`config.mk`:
```
export PLATFORM = sky130hd
export DESIGN_NAME = fix_msg_framer
export DESIGN_NICKNAME = d
export VERILOG_FILES = /design/src/rtl/fix_msg_framer.sv
export SDC_FILE = /design/constraint.sdc
export NUM_CORES = 1
export LEC_CHECK = 0
export BUFFER_PORTS_ARGS = -buffer_cell sky130_fd_sc_hd__buf_4
export CORE_MARGIN = 2
export CORE_UTILIZATION = 50
export CTS_CLUSTER_SIZE = 25
export DETAILED_ROUTE_END_ITERATION = 8
export MAX_ROUTING_LAYER = met4
export PLACE_DENSITY = 0.82
export SYNTH_ARGS = -nofsm -noshare
export SYNTH_HDL_FRONTEND = slang
export SYNTH_SLANG_ARGS = --single-unit
```
`constraint.sdc`:
```
create_clock -name clk -period 4.2 [get_ports clk]
set_clock_uncertainty 0.05 [all_clocks]
set_input_delay 0.63 -clock clk [delete_from_list [all_inputs] [get_ports clk]]
set_output_delay 0.63 -clock clk [all_outputs]
set_load 0.005 [all_outputs]
```
`src/rtl/fix_msg_framer.sv`:
```
// fix_msg_framer
//   Byte-stream front end that finds FIX message boundaries and writes them
//   to the message-location store. A message starts at "8=" (BeginString)
//   and ends at the SOH closing the "<SOH>10=...<SOH>" CheckSum field.
//   Each message produces one store_start_o strobe followed by one
//   store_end_o strobe at the same addr_o, after which addr_o advances.
//
// Ports
//   clk           : clock, all logic on rising edge
//   rst           : asynchronous active-low reset
//   data_i        : stream byte
//   valid_i       : data_i valid (always accepted)
//   clear_i       : synchronous clear of addr_o/full_o/FSM (position kept)
//   start_o       : offset of the '8' opening the current message
//   end_o         : offset of the SOH closing the checksum field
//   store_start_o : 1-cycle write strobe for start_o
//   store_end_o   : 1-cycle write strobe for end_o
//   addr_o        : binary slot index for both strobes
//   full_o        : sticky, all NUM_MESSAGE slots written
//   len_err_o     : 1-cycle pulse, message aborted on length overflow
module fix_msg_framer #(
  parameter int unsigned DATA_WIDTH  = 5,
  parameter int unsigned NUM_MESSAGE = 10,
  parameter logic [7:0]  SOH         = 8'h01
) (
  input  logic                   clk,
  input  logic                   rst,
  input  logic [7:0]             data_i,
  input  logic                   valid_i,
  input  logic                   clear_i,
  output logic [DATA_WIDTH-1:0]  start_o,
  output logic [DATA_WIDTH-1:0]  end_o,
  output logic                   store_start_o,
  output logic                   store_end_o,
  output logic [NUM_MESSAGE-1:0] addr_o,
  output logic                   full_o,
  output logic                   len_err_o
);

  localparam logic [7:0] CH_8  = 8'h38;
  localparam logic [7:0] CH_EQ = 8'h3D;
  localparam logic [7:0] CH_1  = 8'h31;
  localparam logic [7:0] CH_0  = 8'h30;

  localparam logic [DATA_WIDTH-1:0]  LEN_MAX   = '1;
  localparam logic [NUM_MESSAGE-1:0] ADDR_LAST = NUM_MESSAGE'(NUM_MESSAGE - 1);

  typedef enum logic [2:0] {
    ST_IDLE,
    ST_S8,
    ST_BODY,
    ST_T1,
    ST_T0,
    ST_CKS
  } state_t;

  state_t                  r_state;
  state_t                  w_state_nxt;
  logic [DATA_WIDTH-1:0]   r_pos;
  logic [DATA_WIDTH-1:0]   r_cand;
  logic [DATA_WIDTH-1:0]   r_len;
  logic [DATA_WIDTH-1:0]   w_len_nxt;
  logic                    r_field_start;
  logic [DATA_WIDTH-1:0]   r_start;
  logic [DATA_WIDTH-1:0]   r_end;
  logic                    r_store_start;
  logic                    r_store_end;
  logic [NUM_MESSAGE-1:0]  r_addr;
  logic                    r_full;
  logic                    r_len_err;
  logic                    w_set_start;
  logic                    w_set_end;
  logic                    w_len_err;
  logic                    w_cand_ld;
  logic                    w_full_eff;
  logic                    w_is_soh;

  assign w_is_soh = (data_i == SOH);

  // The last slot's store_end strobe sets full_o one cycle late; a '8'
  // arriving during that strobe must already see the store as full.
  assign w_full_eff = r_full | (r_store_end & (r_addr == ADDR_LAST));

  always_comb begin
    w_state_nxt = r_state;
    w_len_nxt   = r_len;
    w_set_start = 1'b0;
    w_set_end   = 1'b0;
    w_len_err   = 1'b0;
    w_cand_ld   = 1'b0;
    if (valid_i && !clear_i) begin
      unique case (r_state)
        ST_IDLE: begin
          if (data_i == CH_8 && !w_full_eff) begin
            w_state_nxt = ST_S8;
            w_cand_ld   = 1'b1;
            w_len_nxt   = DATA_WIDTH'(1);
          end
        end
        ST_S8: begin
          if (data_i == CH_EQ) begin
            w_state_nxt = ST_BODY;
            w_set_start = 1'b1;
            w_len_nxt   = DATA_WIDTH'(2);
          end else if (data_i == CH_8) begin
            w_cand_ld   = 1'b1;
            w_len_nxt   = DATA_WIDTH'(1);
          end else begin
            w_state_nxt = ST_IDLE;
          end
        end
        default: begin
          // Any further byte at maximum length overflows, closing SOH included.
          if (r_len == LEN_MAX) begin
            w_len_err   = 1'b1;
            w_state_nxt = ST_IDLE;
          end else begin
            w_len_nxt = r_len + DATA_WIDTH'(1);
            unique case (r_state)
              ST_BODY: if (data_i == CH_1 && r_field_start) w_state_nxt = ST_T1;
              ST_T1:   w_state_nxt = (data_i == CH_0)  ? ST_T0  : ST_BODY;
              ST_T0:   w_state_nxt = (data_i == CH_EQ) ? ST_CKS : ST_BODY;
              ST_CKS: begin
                if (w_is_soh) begin
                  w_state_nxt = ST_IDLE;
                  w_set_end   = 1'b1;
                end
              end
              default: w_state_nxt = ST_IDLE;
            endcase
          end
        end
      endcase
    end
  end

  always_ff @(posedge clk or negedge rst) begin
    if (!rst) begin
      r_state <= ST_IDLE;
    end else if (clear_i) begin
      r_state <= ST_IDLE;
    end else begin
      r_state <= w_state_nxt;
    end
  end

  always_ff @(posedge clk or negedge rst) begin
    if (!rst) begin
      r_pos         <= '0;
      r_cand        <= '0;
      r_len         <= '0;
      r_field_start <= 1'b1;
      r_start       <= '0;
      r_end         <= '0;
      r_store_start <= 1'b0;
      r_store_end   <= 1'b0;
      r_addr        <= '0;
      r_full        <= 1'b0;
      r_len_err     <= 1'b0;
    end else begin
      // Position advances on every accepted byte, even one dropped by clear.
      if (valid_i) r_pos <= r_pos + DATA_WIDTH'(1);
      r_store_start <= 1'b0;
      r_store_end   <= 1'b0;
      r_len_err     <= 1'b0;
      if (clear_i) begin
        r_addr <= '0;
        r_full <= 1'b0;
      end else begin
        if (valid_i) r_field_start <= w_is_soh;
        if (w_cand_ld) r_cand <= r_pos;
        r_len         <= w_len_nxt;
        r_store_start <= w_set_start;
        r_store_end   <= w_set_end;
        r_len_err     <= w_len_err;
        if (w_set_start) r_start <= r_cand;
        if (w_set_end)   r_end   <= r_pos;
        if (r_store_end) begin
          if (r_addr == ADDR_LAST) r_full <= 1'b1;
          else                     r_addr <= r_addr + NUM_MESSAGE'(1);
        end
      end
    end
  end

  assign start_o       = r_start;
  assign end_o         = r_end;
  assign store_start_o = r_store_start;
  assign store_end_o   = r_store_end;
  assign addr_o        = r_addr;
  assign full_o        = r_full;
  assign len_err_o     = r_len_err;

endmodule
```
[Yosys cells after proc, flatten, opt, wreduce, memory -nomap -nowiden]
Cells that the tools add are included.
Widths: inputs -> output; s select.
Operators by class
  reductions and logical operators: 18
  add/subtract/negate cells: 3
  bitwise logic cells: 3
  equal/unequal tests: 20
  multiplexer cells: 42
Operator list (number)
  $eq 8x6->1 const B: 4
  $mux 10: 3
  $mux 3: 10
  $mux 1: 21
  $mux 5: 4
  $pmux 3 s4: 1
  $reduce_and 2->1: 6
  $add 10x1->10 const B: 1
  $add 5x1->5 const B: 2
  $eq 10x4->1 const B: 1
  $pmux 5 s2: 1
  $reduce_and 5->1: 2
  $eq 8x1->1 const B: 1
  $eq 3x2->1 const B: 2
  $eq 3x3->1 const B: 2
  $ne 3x3->1 const B: 2
  $ne 6x4->1 const B: 1
  $ne 6x6->1 const B: 1
  $pmux 3 s2: 1
  $reduce_bool 2->1: 3
  $eq 5x5->1 const B: 1
  $ne 2x2->1 const B: 2
  $ne 4x4->1 const B: 1
  $eq 3x1->1 const B: 1
  9 further kinds: 12
Word-level totals
  logic and storage cells: 98
  output and inout bits: 24
  register bits: 43
  input port bits: 12

[Logic depth before layout (Yosys ltp)]
  depth in word-level cells: 9
  depth in mapped cells: 8
  gate-level depth less buffers: 8

[Worst setup path before layout]
OpenSTA, ideal clock, no wires.
  path kind: register -> register
  start point: register r_len[0]
  end point: register r_end[0] (netlist: end_o[0])
  stages on the path, launching flop included: 9
  data arrival time: 2.270 ns
  slack: 1.756 ns
  cells stage by stage: dfrtp_1 -> ha_1 -> and3_1 -> ha_1 -> nor2_1 -> and3_1 -> or3b_2 -> clkbuf_1 -> mux2_2
On the way
  word-level cells in the longest chain between the ends: 5
RTL lines
  from (decl): line 61  | logic [DATA_WIDTH-1:0] r_len;
  from (signal assigned): line 172  | r_len <= w_len_nxt;
  $eq 5x5->1: line 114  | if (r_len == LEN_MAX) begin
  $mux 1: line 114
  $mux 1: line 92  | unique case (r_state)
  $mux 1: line 91  | if (valid_i && !clear_i) begin
  $reduce_and 2->1 (no source line)
  to (signal assigned): line 177  | if (w_set_end) r_end <= r_pos;
  to (decl): line 65  | logic [DATA_WIDTH-1:0] r_end;
Every way passes these cells.
A chain may end at the register's enable or synchronous reset.

[Worst setup path in the final report]
  start point: register r_len[0]
  end point: register r_state[0]
On the way
  word-level cells in the longest chain between the ends: 5
  elaborated cells between the ends (all ways): 8
RTL lines
  $eq 5x5->1 (*): line 114
  $mux 3: line 114
  $pmux 3 s2: line 92
  $mux 3: line 91
  $mux 3: line 140  | end else if (clear_i) begin
  to (signal assigned): line 143  | r_state <= w_state_nxt;
  to (decl): line 57  | state_t r_state;
Every way passes the cells marked *; elsewhere a longest branch is shown, timed or not. The select of a mux whose other input is x is not followed.

==> impl_results.html <==
<table>
<tr><th>Metric</th><th>Value</th></tr>
<tr><th colspan="2">Yosys</th></tr>
<tr><td>Post-Synth Adder-Cell Area</td><td>under 10%</td></tr>
<tr><td>Post-synthesis simple-gate area fraction</td><td>around 22%</td></tr>
<tr><td>Top FF cell, synth</td><td>dfrtp_1</td></tr>
<tr><td>Synthesized instance count</td><td>202</td></tr>
<tr><td>Dominant combinational cell family by area after synthesis</td><td>simple AND/OR/NAND/NOR gates</td></tr>
<tr><td>Post-synth EDFFs</td><td>0</td></tr>
<tr><td>XOR/XNOR share of the synthesized area</td><td>5.52%</td></tr>
<tr><td>Complex-gate fraction of the synthesized area</td><td>under 10%</td></tr>
<tr><td>Proportion of register bits with asynchronous set or reset after synthesis</td><td>100%</td></tr>
<tr><td>Register bit count reported by yosys</td><td>43</td></tr>
<tr><td>Synth Cell Area</td><td>0.00222 mm2</td></tr>
<tr><td>Syn_nets</td><td>around 220</td></tr>
<tr><td>Sequential-to-total area share from yosys stat</td><td>between 40% and 50%</td></tr>
<tr><td>Post-synthesis area per instance</td><td>11.0 um2</td></tr>
<tr><td>Distinct cell type count of the synthesized netlist</td><td>43</td></tr>
<tr><td>Proportion of synthesized area in mux cells</td><td>about a tenth</td></tr>
<tr><td>YS warnings</td><td>0</td></tr>
<tr><th colspan="2">Finish</th></tr>
<tr><td>Final design instance area without fill</td><td>about 0.0026 mm2</td></tr>
<tr><td>Final instance count without filler cells</td><td>roughly 290</td></tr>
<tr><td>Number of nets in the layout</td><td>between 200 and 300</td></tr>
<tr><td>Fraction of layout cells with a size suffix above 1</td><td>roughly 33%</td></tr>
<tr><td>Area growth, synth to finish</td><td>17.2%</td></tr>
<tr><td>Diodes inserted</td><td>0</td></tr>
<tr><th colspan="2">GRT</th></tr>
<tr><td>First-pass GRT wire length</td><td>7360 um</td></tr>
<tr><td>Largest net degree at the start of global routing</td><td>between 40 and 50</td></tr>
<tr><td>Vias in the first global route</td><td>approximately 1.6k</td></tr>
<tr><td>Tot GR Track Use</td><td>19.5%</td></tr>
<tr><td>Number of antenna violations at the first check in global routing</td><td>0</td></tr>
<tr><td>Sum of overflow across all layers after global routing</td><td>0</td></tr>
<tr><th colspan="2">Min path</th></tr>
<tr><td>Hold Path Class</td><td>in -&gt; async</td></tr>
<tr><th colspan="2">STA</th></tr>
<tr><td>Final hold violation count</td><td>0</td></tr>
<tr><td>Post-Route Setup TNS</td><td>0 ps</td></tr>
<tr><td>Worst-case setup margin in the final layout</td><td>1530 ps</td></tr>
<tr><td>Slew at the pin closest to its max-slew limit</td><td>about 740 ps</td></tr>
<tr><td>Setup repair after global routing missed its margin</td><td>false</td></tr>
<tr><td>Period utilisation layout</td><td>between 60 and 70%</td></tr>
<tr><td>Worst max-slew margin expressed relative to the limit</td><td>between 50% and 60%</td></tr>
<tr><td>Max-slew violation count</td><td>0</td></tr>
<tr><td>Number of setup violations in the final report</td><td>0</td></tr>
<tr><td>Fmax achieved</td><td>about 370 MHz</td></tr>
<tr><td>Final critical-path required period</td><td>2670 ps</td></tr>
<tr><th colspan="2">Floorplan</th></tr>
<tr><td>Boundary Pins</td><td>36</td></tr>
<tr><td>Core Box Area</td><td>between 0.004 and 0.005 mm2</td></tr>
<tr><td>Effective utilization at floorplan</td><td>between 50% and 60%</td></tr>
<tr><td>Chip width</td><td>~70 um</td></tr>
<tr><td>Std cell rows</td><td>24</td></tr>
<tr><td>Chip height</td><td>between 70 and 80 um</td></tr>
<tr><td>Die ar.</td><td>around 0.005 mm2</td></tr>
<tr><th colspan="2">Clocking</th></tr>
<tr><td>Cell chosen for the clock root</td><td>clkbuf_8</td></tr>
<tr><td>Number of buffers inserted during clock tree synthesis</td><td>5</td></tr>
<tr><td>Clock-pin transition on the worst setup and hold timing paths</td><td>~80 ps</td></tr>
<tr><td>Clock latency on the worst-skew pair</td><td>approximately 300 ps</td></tr>
<tr><td>Htree depth</td><td>2</td></tr>
<tr><td>Count of hold buffers inserted by post-cts repair</td><td>0</td></tr>
<tr><td>Setup repair bufs after CTS</td><td>0</td></tr>
<tr><td>Clk sink count</td><td>43</td></tr>
<tr><td>Max Buffers Root-to-Sink</td><td>2</td></tr>
<tr><td>Post_cts resized</td><td>0</td></tr>
<tr><td>CTS tree</td><td>yes</td></tr>
<tr><th colspan="2">Worst setup path</th></tr>
<tr><td>Startpoint types</td><td>flop</td></tr>
<tr><td>Critical path destination</td><td>r_state[0]</td></tr>
<tr><td>Cells along the critical path</td><td>ha_1 &gt; and3_1 &gt; ha_1 &gt; nor2_1 &gt; and3_1 &gt; a221oi_1 &gt; o21ai_1 &gt; o41ai_2</td></tr>
<tr><td>Worst-case register-to-register setup slack</td><td>about 1500 ps</td></tr>
<tr><td>Endpoint type of the worst setup path</td><td>flop</td></tr>
<tr><td>Maximum fanout along the worst path</td><td>8</td></tr>
<tr><td>Largest stage delay, worst path</td><td>around 470 ps</td></tr>
<tr><td>Instance count on the critical path</td><td>8</td></tr>
<tr><td>Reg-to-Reg Start</td><td>r_len[0]</td></tr>
<tr><td>Slowest cell on the critical path</td><td>a221oi_1</td></tr>
<tr><td>Crit path buffers/inverters</td><td>0</td></tr>
<tr><td>Family of cells with the greatest summed delay on the critical path</td><td>compound AO/OA/AOI/OAI gates</td></tr>
<tr><td>Critical path required time</td><td>approximately 4300 ps</td></tr>
<tr><td>Launch point of the critical path</td><td>r_len[0]</td></tr>
<tr><td>Type of the worst setup path</td><td>reg -&gt; reg</td></tr>
<tr><td>Worst reg2reg path depth</td><td>8</td></tr>
<tr><td>R2r endpoint</td><td>r_state[0]</td></tr>
<tr><td>WP data arrival</td><td>roughly 2800 ps</td></tr>
<tr><th colspan="2">Placement</th></tr>
<tr><td>Hpwl dp</td><td>between 3000 and 4000 um</td></tr>
<tr><td>RD Place Congestion</td><td>~0.89</td></tr>
<tr><td>Instance count after placement with tap cells included</td><td>roughly 280</td></tr>
<tr><td>IO buf count</td><td>35</td></tr>
<tr><td>Placed inst area</td><td>around 0.0025 mm2</td></tr>
<tr><td>Post-placement setup slack</td><td>between 1500 and 2000 ps</td></tr>
<tr><th colspan="2">Drt</th></tr>
<tr><td>Vias</td><td>1671</td></tr>
<tr><td>Pre-antenna DRT Iters</td><td>4</td></tr>
<tr><td>Via density per instance</td><td>5.78</td></tr>
<tr><td>Routed WL per cell</td><td>~15 um</td></tr>
<tr><td>Final Routed Wirelength</td><td>between 4000 and 5000 um</td></tr>
<tr><td>Initial detailed-routing violation count</td><td>between 100 and 150</td></tr>
<tr><td>Residual DRC count</td><td>0</td></tr>
<tr><td>Post-detailed-route count of antenna-violating nets</td><td>0</td></tr>
<tr><th colspan="2">Run status</th></tr>
<tr><td>Outcome</td><td>complete, no violations</td></tr>
<tr><th colspan="2">Power</th></tr>
<tr><td>Cell area power density</td><td>a little over 300 mW/mm2</td></tr>
<tr><td>Leakage</td><td>1.19 nW</td></tr>
<tr><td>Worst vdd rail ir drop</td><td>approximately 0.26 mV</td></tr>
<tr><th colspan="2">Flow run</th></tr>
<tr><td>Number of max-cap violations</td><td>0</td></tr>
</table>
-- metrics by stage --
stage          hold WS, ps  power [mW]  util (%)
2_1_floorplan          284       0.530         -
3_3_place_gp           431       0.562      58.2
3_5_place_dp           440       0.572      58.2
4_1_cts                268       0.822      60.2
5_1_grt                292       0.854      60.2
6_report               261       0.811      60.2
-- per-layer routing --
| metal | up-vias | global-route usage, % | part of all wire [%] |
|---|---|---|---|
| li1 | 799 | - | - |
| met1 | 817 | 25.4 | 45 |
| met2 | 46 | 29.6 | 48 |
| met3 | 9 | 5.27 | 5.7 |
| met4 | 0 | 6.92 | 1.7 |
| met5 | - | - | 0 |
-- where the power goes --
group	internal, mW	switching, mW
sequential	0.444	0.0371
combinational	0.0420	0.0389
clock	0.114	0.136
total	0.599	0.212
-- registers in the layout, indices dropped and copies added (netlist names) --
signal,count
addr_o,10
end_o,5
r_cand,5
r_len,5
r_pos,5
start_o,5
r_state,3
full_o,1
len_err_o,1
r_field_start,1
store_end_o,1
store_start_o,1
-- kinds of logic (layout without fill, tap and decap cells) --
group                    count (synthesis)  after routing
XOR/XNOR                                14             14
buffers and inverters                   13             48
multiplexers                            19             19
AO/OA/AOI/OAI                           25             25
adder cells (fa/ha/maj)                  5              5
flip-flops                              43             43
AND/OR/NAND/NOR                         83             83
-- cell usage after synthesis (2+ instances only) --
cell type,instances,area [um2]
a221oi_1,2,17.5
or3_1,3,18.8
mux2_2,16,180
o31ai_1,3,22.5
a21oi_1,5,25.0
or4b_4,2,27.5
dfrtp_1,42,1050
a31o_2,3,26.3
nand2b_1,2,12.5
xor2_1,7,61.3
ha_1,5,62.6
nor2_1,22,82.6
o21ai_0,5,25.0
inv_1,5,18.8
nor3_1,7,35.0
and3_1,4,25.0
nand2_1,14,52.6
mux2i_1,2,20.0
nand4_1,6,37.5
or3b_2,4,35.0
nor4_1,2,12.5
clkbuf_1,8,30.0
nand3_1,3,15.0
o41ai_2,2,32.5
xnor2_1,7,61.3
nor3b_1,4,30.0
-- placed cells by master (no fill, tap or decap), drive strengths merged --
cell | netlist | layout
dfrtp | 42 | 42
buf | 0 | 35
nor2 | 22 | 22
mux2 | 17 | 17
nand2 | 14 | 14
nor3 | 7 | 7
xnor2 | 7 | 7
xor2 | 7 | 7
nand4 | 6 | 6
o21ai | 6 | 6
inv | 5 | 5
a21oi | 5 | 5
ha | 5 | 5
clkbuf | 8 | 5
and3 | 4 | 4
nor3b | 4 | 4
or3b | 4 | 4
o31ai | 4 | 4
nand3 | 4 | 4
nor4 | 4 | 4
or3 | 3 | 3
a31o | 3 | 3
clkinv | 0 | 3
or4b | 3 | 3
nand2b | 2 | 2
a221oi | 2 | 2
o41ai | 2 | 2
mux2i | 2 | 2
or4bb | 1 | 1
or4 | 1 | 1
and4 | 1 | 1
and2 | 1 | 1
nand4b | 1 | 1
o211ai | 1 | 1
o41a | 1 | 1
a211oi | 1 | 1
nand3b | 1 | 1
dfstp | 1 | 1
-- worst min path at each step --
| stage | from | end | cells past startpoint |
|---|---|---|---|
| 3_5_place_dp | r_field_start | r_field_start | 2 |
| 6_report | rst | start_o[0] | 1 |
| 3_3_place_gp | r_field_start | r_field_start | 2 |
| 4_1_cts | rst | start_o[3] | 1 |
| 5_1_grt | rst | start_o[0] | 1 |
| 2_1_floorplan | rst | addr_o[0] | 0 |
-- cell type report --
cell class | count | area, um2
clock buffer | 5 | 68.8
clock inverter | 3 | 15.0
fill | 389 | 1720
inverter | 5 | 18.8
multi-input combinational | 146 | 1090
sequential | 43 | 1080
tap | 52 | 65.1
timing repair buffer | 35 | 263
Power figures use the tool's default switching activity.
